===== src/rtl/multicycle_ctrl.sv =====
// Multi-cycle sequencer for a MIPS-subset datapath (lw, sw, addi, beq, bne, R-type, j).
// It steps one shared ALU and one unified memory through the fetch/decode/execute phases.
// It also drives the datapath selects and the req/ready memory handshake.
// A stalled memory access or an unknown opcode traps the controller until reset.
module multicycle_ctrl #(
  parameter int MEM_TIMEOUT = 16,
  parameter int CNT_W       = 5
) (
  input  logic       clk,
  input  logic       rst_n,
  input  logic [5:0] opcode_i,
  input  logic       zero_i,
  input  logic       mem_ready_i,
  output logic       mem_req_o,
  output logic       mem_we_o,
  output logic       iord_o,
  output logic       ir_write_o,
  output logic       pc_write_o,
  output logic [1:0] pc_src_o,
  output logic       alusrc_a_o,
  output logic [1:0] alusrc_b_o,
  output logic [1:0] aluop_o,
  output logic       regdst_o,
  output logic       memtoreg_o,
  output logic       reg_write_o,
  output logic       retire_o,
  output logic       trap_o
);

  localparam logic [5:0] OP_RTYPE = 6'b000000;
  localparam logic [5:0] OP_J     = 6'b000010;
  localparam logic [5:0] OP_BEQ   = 6'b000100;
  localparam logic [5:0] OP_BNE   = 6'b000101;
  localparam logic [5:0] OP_ADDI  = 6'b001000;
  localparam logic [5:0] OP_LW    = 6'b100011;
  localparam logic [5:0] OP_SW    = 6'b101011;

  localparam logic [CNT_W-1:0] CNT_LIMIT = CNT_W'(MEM_TIMEOUT);

  typedef enum logic [3:0] {
    S_INIT,
    S_FETCH,
    S_DECODE,
    S_MEMADDR,
    S_MEMRD,
    S_MEMWB,
    S_MEMWR,
    S_EXEC,
    S_RWB,
    S_BRANCH,
    S_JUMP,
    S_TRAP
  } state_e;

  state_e           state_q, state_d;
  logic [5:0]       opcode_q, opcode_d;
  logic [CNT_W-1:0] cnt_q, cnt_d;

  // cnt_q holds the number of completed ready-less request cycles of the current access.
  // Once it reaches MEM_TIMEOUT, one more cycle without ready sends the FSM to TRAP.
  // A ready in that same cycle still completes the access.
  logic at_limit;
  assign at_limit = (cnt_q == CNT_LIMIT);

  // State, latched opcode and timeout counter registers.
  // NOTE: sequential state uses non-blocking assignments so every register samples pre-edge values.
  always_ff @(posedge clk or negedge rst_n) begin
    if (!rst_n) begin
      state_q  <= S_INIT;
      opcode_q <= '0;
      cnt_q    <= '0;
    end else begin
      state_q  <= state_d;
      opcode_q <= opcode_d;
      cnt_q    <= cnt_d;
    end
  end

  // Next-state logic and per-state datapath controls (Mealy only where ready or zero matter).
  always_comb begin
    // NOTE: every output and next-state value gets a default first, so no path infers a latch
    // and unselected mux controls are driven 0.
    state_d     = state_q;
    opcode_d    = opcode_q;
    mem_req_o   = 1'b0;
    mem_we_o    = 1'b0;
    iord_o      = 1'b0;
    ir_write_o  = 1'b0;
    pc_write_o  = 1'b0;
    pc_src_o    = 2'b00;
    alusrc_a_o  = 1'b0;
    alusrc_b_o  = 2'b00;
    aluop_o     = 2'b00;
    regdst_o    = 1'b0;
    memtoreg_o  = 1'b0;
    reg_write_o = 1'b0;
    retire_o    = 1'b0;
    trap_o      = 1'b0;

    case (state_q)
      S_INIT: state_d = S_FETCH;

      S_FETCH: begin
        mem_req_o  = 1'b1;
        alusrc_b_o = 2'b01;
        if (mem_ready_i) begin
          ir_write_o = 1'b1;
          pc_write_o = 1'b1;
          state_d    = S_DECODE;
        end else if (at_limit) begin
          state_d = S_TRAP;
        end
      end

      S_DECODE: begin
        opcode_d   = opcode_i;
        alusrc_b_o = 2'b11;
        case (opcode_i)
          OP_LW, OP_SW:      state_d = S_MEMADDR;
          OP_RTYPE, OP_ADDI: state_d = S_EXEC;
          OP_BEQ, OP_BNE:    state_d = S_BRANCH;
          OP_J:              state_d = S_JUMP;
          default:           state_d = S_TRAP;
        endcase
      end

      S_MEMADDR: begin
        alusrc_a_o = 1'b1;
        alusrc_b_o = 2'b10;
        state_d    = (opcode_q == OP_SW) ? S_MEMWR : S_MEMRD;
      end

      S_MEMRD: begin
        mem_req_o = 1'b1;
        iord_o    = 1'b1;
        if (mem_ready_i) begin
          state_d = S_MEMWB;
        end else if (at_limit) begin
          state_d = S_TRAP;
        end
      end

      S_MEMWB: begin
        reg_write_o = 1'b1;
        memtoreg_o  = 1'b1;
        retire_o    = 1'b1;
        state_d     = S_FETCH;
      end

      S_MEMWR: begin
        mem_req_o = 1'b1;
        mem_we_o  = 1'b1;
        iord_o    = 1'b1;
        if (mem_ready_i) begin
          retire_o = 1'b1;
          state_d  = S_FETCH;
        end else if (at_limit) begin
          state_d = S_TRAP;
        end
      end

      S_EXEC: begin
        alusrc_a_o = 1'b1;
        if (opcode_q == OP_RTYPE) begin
          aluop_o = 2'b10;
        end else begin
          alusrc_b_o = 2'b10;
        end
        state_d = S_RWB;
      end

      S_RWB: begin
        reg_write_o = 1'b1;
        regdst_o    = (opcode_q == OP_RTYPE);
        retire_o    = 1'b1;
        state_d     = S_FETCH;
      end

      S_BRANCH: begin
        alusrc_a_o = 1'b1;
        aluop_o    = 2'b01;
        pc_src_o   = 2'b01;
        pc_write_o = (opcode_q == OP_BEQ) ? zero_i : ~zero_i;
        retire_o   = 1'b1;
        state_d    = S_FETCH;
      end

      S_JUMP: begin
        pc_src_o   = 2'b10;
        pc_write_o = 1'b1;
        retire_o   = 1'b1;
        state_d    = S_FETCH;
      end

      S_TRAP: trap_o = 1'b1;

      default: state_d = S_TRAP;
    endcase

    // The counter runs only while a request waits; any ready or idle cycle clears it.
    // Every access state is therefore entered with a zero count.
    cnt_d = (mem_req_o && !mem_ready_i) ? cnt_q + CNT_W'(1) : '0;
  end

endmodule

===== config.mk =====
export PLATFORM = sky130hd
export DESIGN_NAME = multicycle_ctrl
export DESIGN_NICKNAME = d
export VERILOG_FILES = /design/src/rtl/multicycle_ctrl.sv
export SDC_FILE = /design/constraint.sdc
export NUM_CORES = 1
export LEC_CHECK = 0
export ABC_AREA = 1
export CAP_MARGIN = 20
export CORE_ASPECT_RATIO = 1.1
export CORE_MARGIN = 2
export CORE_UTILIZATION = 51
export DETAILED_ROUTE_END_ITERATION = 7
export PLACE_DENSITY = 0.83
export SYNTH_ARGS = -nofsm -noshare
export SYNTH_HDL_FRONTEND = slang
export SYNTH_SLANG_ARGS = --single-unit

===== constraint.sdc =====
create_clock -name clk -period 3.2 [get_ports clk]
set_input_delay 0.64 -clock clk [delete_from_list [all_inputs] [get_ports clk]]
set_output_delay 0.64 -clock clk [all_outputs]
set_load 0.03 [all_outputs]

==> impl_metrics.env <==
export IMPL_seq_area_um2=375
export IMPL_arrival_ns=2.09
export IMPL_vias=1082
export IMPL_max_slew_margin=0.534
export IMPL_grt_overflow_total=0
export IMPL_cts_resized=0
export IMPL_intPower_uw=248
export IMPL_finalInstanceArea_um2=1350
export IMPL_antenna_found_initial=0
export IMPL_synth_top_area_cell="dfrtp_1"
export IMPL_grt_usage=0.240
export IMPL_firstDrtPassIters=4
export IMPL_ios=27
export IMPL_synth_seq_area_share=0.363
export IMPL_post_cts_buffers=0
export IMPL_yosys_warnings=0
export IMPL_criticalPathCategory="reg -> out"
export IMPL_worst_setup_path_end_kind="output port"
export IMPL_vdd_drop_max_uv=212
export IMPL_p_per_area_nw_per_um2=242
export IMPL_synth_cell_types=20
export IMPL_r2r_start="cnt_q[0]$_DFF_PN0_"
export IMPL_tritoncts="built"
export IMPL_p_sw_frac=0.238
export IMPL_cp_slowest_cell="clkdlybuf4s50_1"
export IMPL_rows=17
export IMPL_hpwl_um=1950
export IMPL_status="completed"
export IMPL_via_per_inst=5.01
export IMPL_cts_max_level=1
export IMPL_rsz0062_at_grt="no"
export IMPL_final_nets=201
export IMPL_pwr_share_comb=0.073
export IMPL_wirelength_um=2430
export IMPL_cts_sinks=15
export IMPL_clk_latency_ns=0.29
export IMPL_grt_start_max_net_pins=16
export IMPL_synth_most_common_cell="nand2_1"
export IMPL_fmax_ghz=0.367
export IMPL_coreArea_um2=1960
export IMPL_max_slew_worst_pin_slew_ns=0.696
export IMPL_drtIter0Drc=21
export IMPL_path_max_fanout=8
export IMPL_maxCapViolations=0
export IMPL_seqPwrFrac=0.583
export IMPL_fill_cells=186
export IMPL_grt_pass1_vias=1026
export IMPL_critPathMaxStageDelay_ns=0.67
export IMPL_hold_start="cnt_q[0]$_DFF_PN0_"
export IMPL_die_area_um2=2410
export IMPL_syn_area_um2=1030
export IMPL_syn_inst=160
export IMPL_synth_seq_cells=15
export IMPL_startpoint_type="flip-flop"
export IMPL_drt_wirelength_per_cell_um=11.3
export IMPL_final_util=0.687
export IMPL_required_ns=2.56
export IMPL_grt_pass1_wl_um=4190
export IMPL_p_switching_uw=77.4
export IMPL_pwr_share_clk=0.344
export IMPL_yosys_top_cells_count="nand2_1 (48), inv_1 (23), nor2_1 (20)"
export IMPL_path_cells="inv_2 -> nor2_2 -> inv_1 -> nor2_2 -> nand2_1 -> nand3b_1 -> clkdlybuf4s50_1"
export IMPL_placed_area_um2=1320
export IMPL_initial_core_util=0.529
export IMPL_synth_top_flop_cell="dfrtp_1"
export IMPL_die_w_um=46.9
export IMPL_synth_top_cell_area_share=0.363
export IMPL_crit_start="state_q[2]$_DFFE_PN0N_"
export IMPL_hold_viol=0
export IMPL_ctsHoldBuffers=0
export IMPL_finalSetupTns_ns=0
export IMPL_drive_gt1_frac=0.0904
export IMPL_p_leak_nw=0.673
export IMPL_diodes=0
export IMPL_clk_pin_slew_ns=0.09
export IMPL_drv_slew=0
export IMPL_cts_buffers=3
export IMPL_clockBufferDepth=2
export IMPL_drtAntennaViolNets=0
export IMPL_synth_edff_count=0
export IMPL_avgSynthCellArea_um2=6.47
export IMPL_cp_common_cell="nor2_2"
export IMPL_cts_root_buf="clkbuf_4"
export IMPL_synth_area_leaders="dfrtp_1 (36%), nand2_1 (17%), inv_1 (8.3%)"
export IMPL_fin_worst_skew_ns=0.00372
export IMPL_async_flop_share=1.00
export IMPL_multiInputGateArea_um2=542
export IMPL_drc=0
export IMPL_die_y_um=51.2
export IMPL_setup_viol=0
export IMPL_syn_num_nets=172
export IMPL_area_growth_pct=30.0
export IMPL_min_period_ns=2.73
export IMPL_hp_class="reg -> reg"
export IMPL_portBuffers=26
export IMPL_fin_crit_sh=0.852
export IMPL_gp_congestion=0.916
## layout by cell type (no fill, tap or decap)
master           count
a21oi_1              2
clkbuf_4             3
clkdlybuf4s50_1     26
clkinv_2             1
dfrtp_1             15
ha_1                 2
inv_1               23
inv_2                5
nand2_1             48
nand2_2              3
nand3_1             12
nand3b_1             2
nand4_1              4
nor2_1              20
nor2_2               4
nor2_4               1
nor3_1               6
o21ai_0              2
o21ai_1              6
xnor2_1              1
xor2_1               2
## layout make-up
cell class	count	area share
Multi-Input combinational cell	115	0.403
Sequential cell	15	0.279
Timing Repair Buffer	26	0.193
Inverter	28	0.0781
Tap cell	28	0.0260
Clock buffer	3	0.0167
Clock inverter	1	0.00372
## cells by family (layout without fill, tap and decap cells)
group           after synthesis  in the layout  share of synthesized area
buf+inv                      30             58                      0.114
simple gates                100            100                      0.426
fa+ha+maj                     2              2                     0.0242
compound gates               10             10                     0.0484
xor+xnor                      3              3                     0.0254
flops                        15             15                      0.363
## worst paths after layout
path	endpoint	slack [ns]	cells past startpoint
setup / recovery	retire_o	0.47	7
hold / removal	cnt_q[0]$_DFF_PN0_	0.50	1
setup reg to reg	state_q[1]$_DFFE_PN0N_	1.89	10
hold reg to reg	cnt_q[0]$_DFF_PN0_	0.50	1
max in group asynchronous	state_q[2]$_DFFE_PN0N_	2.00	1
min in group asynchronous	opcode_q[2]$_DFFE_PN0P_	0.76	1
## metrics by stage
| stage | power, mW | std cells | hold WS, ns | worst slack [ns] |
|---|---|---|---|---|
| 2_1_floorplan | 0.199 | 160 | 0.344 | 1.13 |
| 3_3_place_gp | 0.217 | 212 | 0.480 | 0.515 |
| 3_5_place_dp | 0.217 | 212 | 0.489 | 0.489 |
| 4_1_cts | 0.329 | 216 | 0.502 | 0.465 |
| 5_1_grt | 0.337 | 216 | 0.534 | 0.363 |
| 6_report | 0.325 | 216 | 0.496 | 0.472 |
## sequential cells by signal, indices dropped and copies added, names as in the netlist
signal    flops
cnt_q         5
state_q       4
opcode_q      6
## worst max-delay path, delay by kind of cell, from the launching register on
kind                   cells  cell delay [ns]
buffers and inverters      3             0.87
DFF                        1             0.52
and+or+nand+nor            4             0.40
## power by group through the flow
stage	Combinational (mW)	Sequential [mW]	Clock, mW
floorplan	0.00599	0.193	0
CTS	0.0242	0.189	0.115
global placement	0.0235	0.193	0
detailed placement	0.0239	0.193	0
finish	0.0238	0.189	0.112
global route	0.0267	0.189	0.120
## per-layer routing
metal  track usage  wire [um]  vias up
li1              -          -      552
met1         0.290        987      484
met2         0.422       1270       41
met3        0.0283        137        5
met4        0.0833         34        0
met5             0          0        -
No activity file was read; power rests on OpenSTA's default activity.
